## config.mk

```make
export PLATFORM = sky130hd
export DESIGN_NAME = sram_like_arbiter
export DESIGN_NICKNAME = d
export VERILOG_FILES = /design/src/rtl/sram_like_arbiter.sv
export SDC_FILE = /design/constraint.sdc
export NUM_CORES = 1
export LEC_CHECK = 0
export BUFFER_PORTS_ARGS = -buffer_cell sky130_fd_sc_hd__clkbuf_2
export CAP_MARGIN = 30
export CORE_AREA = 3 3 105 107
export DETAILED_ROUTE_END_ITERATION = 12
export DIE_AREA = 0 0 108 110
export RECOVER_POWER = 50
export SLEW_MARGIN = 20
export SYNTH_ARGS = -nofsm -noshare
export SYNTH_HDL_FRONTEND = slang
export SYNTH_SLANG_ARGS = --single-unit
```

## constraint.sdc

```tcl
create_clock -name clk -period 3.52 [get_ports clk]
set_input_delay 0.352 -clock clk [delete_from_list [all_inputs] [get_ports clk]]
set_output_delay 0.352 -clock clk [all_outputs]
set_load 0.05 [all_outputs]
```

## src/rtl/sram_like_arbiter.sv

```systemverilog
// rtl/sram_like_arbiter.sv - N-channel sram-like arbiter with in-order ID FIFO for returns
// Optional SRAM_ARB_RR_EN selects round-robin arbitration; default is fixed priority (lowest index wins).
module sram_like_arbiter #(
  parameter int NUM_CH          = 2,
  parameter int MAX_OUTSTANDING = 4,
  parameter int ADDR_W          = 32,
  parameter int DATA_W          = 32
) (
  input  logic                     clk,
  input  logic                     reset,
  input  logic [NUM_CH-1:0]        m_req,
  input  logic [NUM_CH-1:0]        m_wr,
  input  logic [2*NUM_CH-1:0]      m_size,
  input  logic [ADDR_W*NUM_CH-1:0] m_addr,
  input  logic [DATA_W*NUM_CH-1:0] m_wdata,
  output logic [NUM_CH-1:0]        m_addr_ok,
  output logic [NUM_CH-1:0]        m_data_ok,
  output logic [DATA_W-1:0]        m_rdata,
  output logic                     s_req,
  output logic                     s_wr,
  output logic [1:0]               s_size,
  output logic [ADDR_W-1:0]        s_addr,
  output logic [DATA_W-1:0]        s_wdata,
  input  logic [DATA_W-1:0]        s_rdata,
  input  logic                     s_addr_ok,
  input  logic                     s_data_ok,
  output logic                     err_sticky
);

  localparam int IDW = (NUM_CH > 1) ? $clog2(NUM_CH) : 1;
  localparam int PW  = $clog2(MAX_OUTSTANDING);
  localparam int CW  = $clog2(MAX_OUTSTANDING + 1);

  logic [IDW-1:0] pick;
  logic [IDW-1:0] grant;
  logic [IDW-1:0] lock_id;
  logic           lock;
  logic [IDW-1:0] fifo_mem [MAX_OUTSTANDING];
  logic [PW-1:0]  wr_ptr;
  logic [PW-1:0]  rd_ptr;
  logic [CW-1:0]  count;
  logic           full;
  logic           empty;
  logic           push;
  logic           pop;

`ifdef SRAM_ARB_RR_EN
  logic [IDW-1:0] rr_ptr;
  logic           found;

  // Search starts at the pointer and wraps; with no requester the grant idles on the pointer.
  always_comb begin
    pick  = rr_ptr;
    found = 1'b0;
    for (int k = 0; k < NUM_CH; k++) begin
      if (!found && m_req[(int'(rr_ptr) + k) % NUM_CH]) begin
        pick  = IDW'((int'(rr_ptr) + k) % NUM_CH);
        found = 1'b1;
      end
    end
  end

  always_ff @(posedge clk) begin
    if (reset) begin
      rr_ptr <= '0;
    end else if (push) begin
      rr_ptr <= (int'(grant) == NUM_CH - 1) ? '0 : grant + 1'b1;
    end
  end
`else
  always_comb begin
    pick = '0;
    for (int k = NUM_CH - 1; k >= 0; k--) begin
      if (m_req[k]) pick = IDW'(k);
    end
  end
`endif

  // A request presented but not yet accepted must not be switched away from.
  assign grant = lock ? lock_id : pick;
  assign full  = (count == CW'(MAX_OUTSTANDING));
  assign empty = (count == '0);

  assign s_req   = m_req[grant] & ~full & ~reset;
  assign s_wr    = m_wr[grant];
  assign s_size  = m_size[int'(grant)*2 +: 2];
  assign s_addr  = m_addr[int'(grant)*ADDR_W +: ADDR_W];
  assign s_wdata = m_wdata[int'(grant)*DATA_W +: DATA_W];

  assign push    = s_req & s_addr_ok;
  assign pop     = s_data_ok & ~empty & ~reset;
  assign m_rdata = s_rdata;

  always_comb begin
    m_addr_ok = '0;
    m_data_ok = '0;
    for (int i = 0; i < NUM_CH; i++) begin
      m_addr_ok[i] = push & (grant == IDW'(i));
      m_data_ok[i] = pop & (fifo_mem[rd_ptr] == IDW'(i));
    end
  end

  always_ff @(posedge clk) begin
    if (push) fifo_mem[wr_ptr] <= grant;
  end

  always_ff @(posedge clk) begin
    if (reset) begin
      count      <= '0;
      wr_ptr     <= '0;
      rd_ptr     <= '0;
      lock       <= 1'b0;
      lock_id    <= '0;
      err_sticky <= 1'b0;
    end else begin
      if (push) wr_ptr <= wr_ptr + 1'b1;
      if (pop)  rd_ptr <= rd_ptr + 1'b1;
      if (push && !pop) begin
        count <= count + 1'b1;
      end else if (pop && !push) begin
        count <= count - 1'b1;
      end
      if (s_data_ok && empty) err_sticky <= 1'b1;
      if (s_req && !s_addr_ok) begin
        lock    <= 1'b1;
        lock_id <= grant;
      end else if (s_addr_ok) begin
        lock <= 1'b0;
      end
    end
  end

endmodule

```

Yosys cells after proc, flatten, opt, wreduce, memory -nomap -nowiden
Memories as Yosys holds them, arrays and structs flattened. A register that Yosys moved wholly into a read port is not among the register bits.
Index checks and enable logic that the tools add are counted.
{"block": "classes", "magnitude_cmp": 1, "bitwise": 14, "reduce_logical": 10, "n_eq_ne": 1, "add_sub_neg": 4, "muxes": 15, "shift": 3}
{"cell": "64-bit by 7-bit indexed part select with 32-bit output", "count": 2}
{"cell": "1-bit two-way mux", "count": 11}
{"cell": "1-bit AND", "count": 9}
{"cell": "3-bit two-way mux", "count": 2}
{"cell": "1-bit inverter", "count": 5}
{"cell": "2-bit by 1-bit adder with 2-bit output, second input constant", "count": 2}
{"cell": "1-bit logical AND", "count": 4}
{"cell": "2-bit two-way mux", "count": 2}
{"cell": "2-bit nonzero test", "count": 2}
{"cell": "4-bit by 3-bit indexed part select with 2-bit output", "count": 1}
{"cell": "3-bit by 1-bit adder with 3-bit output, second input constant", "count": 1}
{"cell": "3-bit == test, second input constant", "count": 1}
{"cell": "1-bit logical NOT", "count": 3}
{"cell": "3-bit logical NOT", "count": 1}
{"cell": "3-bit by 1-bit subtractor with 3-bit output, second input constant", "count": 1}
{"cell": "1-bit by 2-bit < comparator with 1-bit output, second input constant", "count": 1}
{"block": "totals", "ff_bits": 10, "elab_cells": 55, "n_memories": 1, "ramBits": 4, "input_bits": 172, "output_inout_bits": 105}
{"memory": "fifo_mem", "depth": 4, "word_bits": 1, "rd": 1, "rd_ports_with_merged_regs": 1, "wr": 1, "line": "38", "source": "logic [IDW-1:0] fifo_mem [MAX_OUTSTANDING];"}

Longest topological paths before layout
Gate-level depths: netlist of the first run.
{"block": "depth", "depth_word": 12, "mapped_depth": 10}

Worst setup path before layout of the first run
Ideal clock, no wire load.
{"block": "synth_timing", "kind": "register to register", "startpoint": "reg count[0]", "endpoint": "reg count[2]", "t_arrival_ps": 2887, "n_path_buf": 0, "path_stages_with_launch": 11, "required_ps": 3449, "setup_slack_ps": 562, "synth_period_minus_slack_ps": 2958, "cell_sequence": "dfxtp_1 nor3b_1 a2111oi_4 nand2_1 inv_1 ha_1 inv_1 fa_1 xor2_1 or3_1 a21oi_1"}
{"block": "synth_between", "elab_chain_cells": 8}
{"item": "start: declaration", "line": "41", "source": "logic [CW-1:0] count;"}
{"item": "start signal: assignment", "line": "119", "source": "count <= count + 1'b1;"}
{"item": "start signal: assignment", "line": "121", "source": "count <= count - 1'b1;"}
{"item": "3-bit == test (*)", "line": "81", "source": "assign full = (count == CW'(MAX_OUTSTANDING));"}
{"item": "1-bit inverter (*)", "line": "84", "source": "assign s_req = m_req[grant] & ~full & ~reset;"}
{"item": "1-bit AND (*) (2 in a row)", "line": "84"}
{"item": "net s_req", "line": "19", "source": "output logic s_req,"}
{"item": "1-bit AND (*)", "line": "90", "source": "assign push = s_req & s_addr_ok;"}
{"item": "net push", "line": "44", "source": "logic push;"}
{"item": "1-bit logical NOT", "line": "120", "source": "end else if (pop && !push) begin"}
{"item": "1-bit logical AND", "line": "120"}
{"item": "2-bit nonzero test (no source line)"}
Mark *: on every way through the listed nets, which the timed path passes. The rest lies on a longest branch. The select of a mux whose other input is x is not followed.
A chain may end at the register's enable or synchronous reset.

Worst setup path in the final report of the first run
{"block": "layout_timing", "startpoint": "reg lock_id", "endpoint": "reg count[2]"}
{"block": "layout_between", "elab_chain_cells": 9}
{"item": "start: declaration", "line": "36", "source": "logic [IDW-1:0] lock_id;"}
{"item": "start signal: assignment", "line": "126", "source": "lock_id <= grant;"}
{"item": "1-bit two-way mux (*)", "line": "80", "source": "assign grant = lock ? lock_id : pick;"}
{"item": "1-bit two-way mux (not written as such) (*) (2 in a row)", "line": "84"}
{"item": "1-bit AND (*) (2 in a row)", "line": "84"}
{"item": "1-bit AND (*)", "line": "90"}
{"item": "net push", "line": "44"}
{"item": "1-bit logical NOT", "line": "120"}
{"item": "1-bit logical AND", "line": "120"}
{"item": "2-bit nonzero test (no source line)"}
Marks and branches as above.

==> impl_metrics.env, run 1 <==
export IMPL_outcome="complete, no violations"
export IMPL_setup_violations_final=0
export IMPL_overflow=0
export IMPL_final_cell_mix="clkbuf_2 (200), mux2_2 (67), clkbuf_1 (13)"
export IMPL_core_rowCount=37
export IMPL_totalPowerFinal_uw=1110
export IMPL_synth_simple_area_share_pct=7.35
export IMPL_start_util_pct=17.6
export IMPL_grt_pass1_wl_mm=9.94
export IMPL_routed_wl_mm=7.38
export IMPL_slew_limit_headroom_pct=56.7
export IMPL_io_buffers=212
export IMPL_cp_startpoint="lock_id"
export IMPL_seqCellArea_um2=360
export IMPL_highest_layer="met4"
export IMPL_synth_seq_cells=16
export IMPL_synth_xor_area_share_pct=1.94
export IMPL_finalNetCount=537
export IMPL_final_area_um2=2820
export IMPL_crit_fanout=10
export IMPL_drcViolationCount=0
export IMPL_leakagePower_uw=0.00148
export IMPL_dpl_hpwl_mm=6.60
export IMPL_synth_compound_area_share_pct=4.85
export IMPL_period_share_pct=81.0
export IMPL_cts_resized=0
export IMPL_cts_root_buf="clkbuf_8"
export IMPL_min_path_type="in -> reg"
export IMPL_multi_input_area_um2=1150
export IMPL_whs_ns=0.369
export IMPL_dieHeight_um=110
export IMPL_hp_start="s_data_ok"
export IMPL_worstSetupPathType="reg -> reg"
export IMPL_via_per_inst=3.97
export IMPL_seq_area_frac_synth_pct=20.0
export IMPL_first_pass_iters=4
export IMPL_syn_avg_cell_area_um2=9.97
export IMPL_cts_tree="built"
export IMPL_dieArea_um2=11900
export IMPL_grt_usage_pct=10.8
export IMPL_dp_cells=490
export IMPL_diodes=0
export IMPL_synthMuxAreaShare_pct=44.2
export IMPL_drive_above_1_share_pct=76.5
export IMPL_max_freq_mhz=351
export IMPL_async_flop_share_pct=0
export IMPL_rsz0062_at_grt="no"
export IMPL_htree_levels=1
export IMPL_grt_max_degree=55
export IMPL_wl_met2_mm=3.35
export IMPL_ios=277
export IMPL_synth_top_family_by_area="multiplexers"
export IMPL_fillers=1111
export IMPL_fin_tns_setup_ns=0
export IMPL_cts_buffer_depth=2
export IMPL_synthAdderAreaFrac_pct=4.58
export IMPL_grt_antenna_before_repair=0
export IMPL_cts_setup_buffers=0
export IMPL_cap_violations=0
export IMPL_layout_area_overhead_vs_synth_pct=56.2
export IMPL_drv_slew=0
export IMPL_fin_cells=494
export IMPL_first_global_vias=1850
export IMPL_cp_start_kind="flip-flop"
export IMPL_final_common_cell="clkbuf_2"
export IMPL_syn_nets=359
export IMPL_wl_met3_um=953
export IMPL_drt_met1_wl_mm=3.04
export IMPL_cellPowerDensity_nw_per_um2=393
export IMPL_synth_edf_count=4
export IMPL_wire_per_inst_um=14.9
export IMPL_ant_nets=0
export IMPL_cp_arrival_ns=3.04
export IMPL_synth_main_ff_cell="dfxtp_1"
export IMPL_gp_congestion=0.778
export IMPL_cp_required_ns=3.71
export IMPL_syn_inst=181
export IMPL_syn_area_um2=1800
export IMPL_die_w_um=108
export IMPL_core_area_um2=10200
export IMPL_period_minus_slack_ns=2.85
export IMPL_yosys_warnings=0
export IMPL_cts_buffers=3
export IMPL_ys_types=29
export IMPL_num_vias=1961
export IMPL_hold_viol=0
export IMPL_worst_pin_slew_ns=0.652
export IMPL_path_clk_slew_ns=0.06
export IMPL_placed_cell_area_um2=2790
export IMPL_end_kind="flip-flop"
export IMPL_insertion_delay_ns=0.26
export IMPL_vdd_drop_max_mv=0.127
export IMPL_first_iter_violations=54
export IMPL_cts_sinks=16
export IMPL_postCtsHoldBufs=0
export IMPL_r2r_start="lock_id"
export IMPL_skew_ns=0.00493
where the power goes:
group / internal, uW / total [uW] / switching [uW] / leakage (uW)
Sequential: 222 / 250 / 28.1 / 0.000135
Combinational: 241 / 715 / 474 / 0.00133
Clock: 77.6 / 143 / 65.2 / 0.0000231
Total: 540 / 1110 / 568 / 0.00148
synth_stat cells, drive strengths merged (4+ instances only):
cell type / instances / share of area (%)
a21oi: 5 / 1.4
and3: 4 / 1.4
xor2: 4 / 1.9
dfxtp: 12 / 13
inv: 7 / 1.5
edfxtp: 4 / 6.7
nor2: 11 / 2.3
mux2: 67 / 42
buf: 40 / 15
ha: 5 / 3.5
through the flow:
stage          setup slack (ns)  utilization (%)
2_1_floorplan             0.562                -
3_3_place_gp              0.982             27.3
3_5_place_dp              0.898             27.3
4_1_cts                   0.751             27.7
5_1_grt                   0.436             27.5
6_report                  0.670             27.5
path summary, 6_finish.rpt:
| path | slack (ns) | to | cells past startpoint |
|---|---|---|---|
| worst max-delay path | 0.67 | count[2] | 11 |
| worst min register to register | 0.48 | err_sticky | 2 |
| worst max register to register | 0.67 | count[2] | 11 |
| worst min-delay path | 0.37 | err_sticky | 3 |
worst max-delay path, cell delays in order, from the launching register on:
cell       delay (ns)
dfxtp_1          0.42
mux2i_1          0.14
a2111oi_4        0.36
clkbuf_1         0.35
nand2_1          0.18
inv_1            0.11
ha_1             0.19
inv_1            0.06
fa_1             0.38
xor2_1           0.15
or3_1            0.30
a21oi_1          0.14
kinds of logic (layout without fill, tap and decap cells):
| logic type | Yosys count | in the layout |
|---|---|---|
| AOI/OAI and AO/OA | 11 | 11 |
| muxes | 70 | 70 |
| and+or+nand+nor | 26 | 26 |
| DFF | 16 | 16 |
| buffers and inverters | 48 | 225 |
| xor gates and xnor gates | 4 | 4 |
| adders and majority gates | 6 | 6 |
area by class of cell:
type,instances,share of cell area (%)
clock inverter,1,0.133
sequential,16,12.8
clock buffer,3,1.47
tap,136,6.04
multi-input combinational,117,40.7
timing repair buffer,214,38.0
inverter,7,0.933
metal layers:
layer  global-route usage, %  up-vias
met4                    1.89        0
li1                        -      957
met1                    14.5      864
met2                    16.3      137
met3                    4.78        3
met5                       0        -
Power figures use the tool's default switching activity.
==> run 2: changes to the inputs <==
--- a/config.mk
+++ b/config.mk
@@ -7,9 +7,9 @@
 export LEC_CHECK = 0
 export BUFFER_PORTS_ARGS = -buffer_cell sky130_fd_sc_hd__clkbuf_2
 export CAP_MARGIN = 30
-export CORE_AREA = 3 3 105 107
+export CORE_AREA = 3 3 106 108
 export DETAILED_ROUTE_END_ITERATION = 12
-export DIE_AREA = 0 0 108 110
+export DIE_AREA = 0 0 109 111
 export RECOVER_POWER = 50
 export SLEW_MARGIN = 20
 export SYNTH_ARGS = -nofsm -noshare
==> constraint.sdc (replaced) <==
create_clock -name clk -period 2.65 [get_ports clk]
set_input_delay 0.265 -clock clk [delete_from_list [all_inputs] [get_ports clk]]
set_output_delay 0.265 -clock clk [all_outputs]
set_load 0.05 [all_outputs]
==> impl_metrics.env, run 2 (synthesis gave the netlist of run 1 again) <==
export IMPL_max_freq_mhz=418
export IMPL_cp_startpoint="lock_id"
export IMPL_diodes=0
export IMPL_cp_slowest_cell="a2111oi_4"
export IMPL_dpl_hpwl_mm=6.17
export IMPL_cp_start_kind="flip-flop"
export IMPL_period_share_pct=90.3
export IMPL_reg2reg_slack_ns=0.26
export IMPL_fillers=1143
export IMPL_die_w_um=109
export IMPL_path_clk_slew_ns=0.06
export IMPL_grt_usage_pct=10.2
export IMPL_gp_congestion=0.730
export IMPL_cellPowerDensity_nw_per_um2=516
export IMPL_insertion_delay_ns=0.25
export IMPL_grt_antenna_before_repair=0
export IMPL_core_rowCount=37
export IMPL_routed_wl_mm=6.85
export IMPL_cts_buffers=3
export IMPL_cts_setup_buffers=0
export IMPL_final_common_cell="clkbuf_2"
export IMPL_postCtsHoldBufs=0
export IMPL_seqCellArea_um2=360
export IMPL_cp_required_ns=2.83
export IMPL_worstSetupPathType="reg -> reg"
export IMPL_first_iter_violations=41
export IMPL_first_pass_iters=4
export IMPL_reg2reg_to="count[2]"
export IMPL_drcViolationCount=0
export IMPL_hp_start="s_data_ok"
export IMPL_cts_tree="built"
export IMPL_final_cell_mix="clkbuf_2 (201), mux2_2 (67), dfxtp_1 (12), clkbuf_1 (12), nor2_1 (11)"
export IMPL_path_cells="mux2i_2, a2111oi_4, nand2_1, inv_1, ha_2, inv_2, fa_2, xor2_1, or3_1, a21oi_1"
export IMPL_worst_pin_slew_ns=0.609
export IMPL_slew_limit_headroom_pct=59.6
export IMPL_rsz0062_at_grt="no"
export IMPL_leakagePower_uw=0.00149
export IMPL_cts_root_buf="clkbuf_8"
export IMPL_period_minus_slack_ns=2.39
export IMPL_cp_arrival_ns=2.57
export IMPL_wire_per_inst_um=13.8
export IMPL_cap_violations=0
export IMPL_first_global_vias=2022
export IMPL_ios=277
export IMPL_r2r_start="lock_id"
export IMPL_vdd_drop_max_mv=0.243
export IMPL_cts_sinks=16
export IMPL_outcome="complete, no violations"
export IMPL_fin_util_pct=27.5
export IMPL_cpPeakStageDelay_ns=0.36
export IMPL_cts_buffer_depth=2
export IMPL_io_buffers=212
export IMPL_grt_max_degree=48
export IMPL_htree_levels=1
export IMPL_num_vias=1942
export IMPL_ant_nets=0
export IMPL_crit_fanout=4
export IMPL_core_area_um2=10300
export IMPL_finalNetCount=538
export IMPL_via_per_inst=3.92
export IMPL_multi_input_area_um2=1150
export IMPL_hold_end="err_sticky"
export IMPL_dieHeight_um=111
export IMPL_skew_ns=0.00285
export IMPL_overflow=0
export IMPL_cts_resized=0
export IMPL_grt_pass1_wl_mm=9.89
export IMPL_hold_viol=0
export IMPL_hold_depth=3
export IMPL_layout_area_overhead_vs_synth_pct=57.1
export IMPL_drv_slew=0
export IMPL_end_kind="flip-flop"
export IMPL_fin_tns_setup_ns=0
export IMPL_min_path_type="in -> reg"
export IMPL_start_util_pct=17.5
export IMPL_reg2regPathDepth=10
export IMPL_dieArea_um2=12100
export IMPL_drive_above_1_share_pct=78.0
export IMPL_setup_violations_final=0
## run 2: worst max path at each step
| stage | to | slack [ns] | cells past startpoint |
|---|---|---|---|
| 2_1_floorplan | count[2] | -0.26 | 10 |
| 3_3_place_gp | count[2] | 0.34 | 10 |
| 3_5_place_dp | count[2] | 0.27 | 10 |
| 4_1_cts | count[2] | 0.26 | 10 |
| 5_1_grt | count[2] | 0.07 | 10 |
| 6_report | count[2] | 0.26 | 10 |
## run 2: power by group
group / internal (uW) / switching, uW / leakage, uW
clock: 103 / 79.6 / 0.0000231
sequential: 295 / 39.2 / 0.000135
combinational: 325 / 621 / 0.00133
## run 2: layout make-up
cell class                      instances  area share, %
Clock inverter                          1          0.132
Multi-Input combinational cell        117           40.7
Tap cell                              136           6.00
Inverter                                7          0.927
Timing Repair Buffer                  215           38.0
Sequential cell                        16           12.7
Clock buffer                            3           1.46
## run 2: stage by stage
stage	std cells	instance area (um^2)	worst slack [ns]	hold WS (ns)	total power, uW
after global routing	495	2840	0.0706	0.317	1560
after detailed placement	491	2810	0.272	0.489	1300
after global placement	491	2810	0.336	0.455	1290
final	495	2840	0.256	0.297	1460
after CTS	495	2850	0.263	0.294	1490
after floorplan	181	1810	-0.261	0.406	1170
## run 2: worst max-delay path, delay by kind of cell (launching register included)
family                   cells  cell delay [ns]
multiplexers                 1             0.18
adder cells (fa/ha/maj)      2             0.52
buffers and inverters        2             0.16
AO/OA/AOI/OAI                2             0.48
XOR/XNOR                     1             0.15
AND/OR/NAND/NOR              2             0.48
flip-flops                   1             0.35
## run 2: layer usage
metal / vias up / wire length, um / GRT usage, % / share of wire (%)
met2: 120 / 3110 / 16.4 / 45
met3: 16 / 855 / 4.43 / 12
met5: - / 0 / 0 / 0
met1: 846 / 2790 / 12.3 / 41
met4: 0 / 99 / 2.69 / 1.4
li1: 960 / - / - / -
==> run 3: changes to the inputs <==
--- a/config.mk
+++ b/config.mk
@@ -7,9 +7,10 @@
 export LEC_CHECK = 0
 export BUFFER_PORTS_ARGS = -buffer_cell sky130_fd_sc_hd__clkbuf_2
 export CAP_MARGIN = 30
-export CORE_AREA = 3 3 106 108
+export CORE_AREA = 3 3 105 107
 export DETAILED_ROUTE_END_ITERATION = 12
-export DIE_AREA = 0 0 109 111
+export DIE_AREA = 0 0 108 110
+export MAX_ROUTING_LAYER = met4
 export RECOVER_POWER = 50
 export SLEW_MARGIN = 20
 export SYNTH_ARGS = -nofsm -noshare
==> constraint.sdc (replaced) <==
create_clock -name clk -period 2.2 [get_ports clk]
set_input_delay 0.22 -clock clk [delete_from_list [all_inputs] [get_ports clk]]
set_output_delay 0.22 -clock clk [all_outputs]
set_load 0.05 [all_outputs]
==> impl_metrics.env, run 3 (synthesis gave the netlist of run 1 again) <==
export IMPL_cp_required_ns=2.39
export IMPL_ios=277
export IMPL_slew_limit_headroom_pct=60.8
export IMPL_core_rowCount=37
export IMPL_max_freq_mhz=458
export IMPL_final_area_um2=2970
export IMPL_period_minus_slack_ns=2.19
export IMPL_setup_slack_ns=0.0148
export IMPL_swShare_pct=50.1
export IMPL_hold_viol=0
export IMPL_worstSetupPathType="reg -> reg"
export IMPL_via_per_inst=4.01
export IMPL_skew_ns=0.00226
export IMPL_leakagePower_uw=0.00158
export IMPL_dieArea_um2=11900
export IMPL_first_pass_iters=4
export IMPL_overflow=0
export IMPL_cp_arrival_ns=2.38
export IMPL_grt_usage_pct=11.1
export IMPL_end_kind="flip-flop"
export IMPL_p_clk_share_pct=12.2
export IMPL_drive_above_1_share_pct=83.7
export IMPL_rsz0062_at_grt="yes"
export IMPL_cts_tree="built"
export IMPL_min_path_type="in -> reg"
export IMPL_io_buffers=212
export IMPL_cts_sinks=16
export IMPL_finalNetCount=546
export IMPL_routed_wl_mm=7.85
export IMPL_cts_root_buf="clkbuf_8"
export IMPL_first_global_vias=1798
export IMPL_die_w_um=108
export IMPL_grt_antenna_before_repair=0
export IMPL_whs_ns=0.241
export IMPL_htree_levels=1
export IMPL_first_iter_violations=41
export IMPL_drv_slew=0
export IMPL_dieHeight_um=110
export IMPL_cts_buffer_depth=2
export IMPL_core_area_um2=10200
export IMPL_sequentialPowerShare_pct=21.7
export IMPL_diodes=0
export IMPL_intPower_uw=924
export IMPL_start_util_pct=17.6
export IMPL_cp_start_kind="flip-flop"
export IMPL_vdd_drop_max_mv=0.283
export IMPL_fin_tns_setup_ns=0
export IMPL_grt_max_degree=56
export IMPL_wire_per_inst_um=15.6
export IMPL_ant_nets=0
export IMPL_drcViolationCount=0
export IMPL_cts_buffers=3
export IMPL_postCtsHoldBufs=0
export IMPL_combinationalPowerShare_pct=66.1
export IMPL_insertion_delay_ns=0.25
export IMPL_crit_fanout=2
export IMPL_placed_cell_area_um2=2870
export IMPL_cellPowerDensity_nw_per_um2=624
export IMPL_final_common_cell="clkbuf_2"
export IMPL_layout_area_overhead_vs_synth_pct=64.4
export IMPL_path_clk_slew_ns=0.06
export IMPL_grt_pass1_wl_mm=9.67
export IMPL_switching_power_uw=927
export IMPL_outcome="complete, no violations"
export IMPL_dpl_hpwl_mm=6.81
export IMPL_worst_pin_slew_ns=0.590
export IMPL_gp_congestion=0.795
export IMPL_period_share_pct=99.3
export IMPL_final_cell_mix="clkbuf_2 (209), mux2_2 (67), nor2_1 (10)"
export IMPL_cap_violations=0
export IMPL_pre_cts_ws_ns=-0.0308
export IMPL_setup_violations_final=0
export IMPL_num_vias=2018
## run 3: timing repair
item	CTS	global route
setup endpoints to repair	2	64
gates cloned	0	1
gates resized for setup	1	6
buffers inserted	0	2
pin swaps	1	0
## run 3: cell type report
type                            count  area, um^2
Clock buffer                        3        41.3
Tap cell                          136         170
Inverter                            7        26.3
Timing Repair Buffer              223        1180
Sequential cell                    16         364
Multi-Input combinational cell    117        1180
Fill cell                        1093        7270
Clock inverter                      1        3.75
## run 3: power groups by stage
stage,clock network (uW),logic (uW),registers [uW]
floorplan,0,1000,413
global placement,0,1200,403
detailed placement,0,1210,407
CTS,234,1220,401
global route,252,1300,409
finish,226,1220,401
## run 3: worst paths after layout
path	startpoint	end	slack [ns]	cells after the start
worst max register to register	lock_id	count[2]	0.01	10
worst max-delay path	lock_id	count[2]	0.01	10
worst min register to register	err_sticky	err_sticky	0.48	2
worst min-delay path	s_data_ok	err_sticky	0.24	3
## run 3: stage by stage
step	total power [uW]	std cells	utilization [%]
2_1_floorplan	1420	181	-
3_5_place_dp	1620	496	28.0
4_1_cts	1850	500	28.5
5_1_grt	1960	503	29.0
6_report	1850	503	29.0
3_3_place_gp	1600	496	28.0
## run 3: layer usage
metal / vias up / GRT usage [%] / part of all wire (%)
met1: 906 / 14.4 / 41
met5: - / - / 0
li1: 973 / - / -
met3: 4 / 4.43 / 11
met2: 135 / 16.6 / 47
met4: 0 / 1.62 / 0.29
## run 3: critical path: stages (launching register included)
cell and delay (ns):
dfxtp_2 0.33, mux2i_2 0.16, a2111oi_4 0.36, nand2_2 0.10, inv_2 0.09, ha_4 0.13
inv_2 0.03, fa_2 0.32, xor2_1 0.15, or3_1 0.33, a21oi_2 0.12
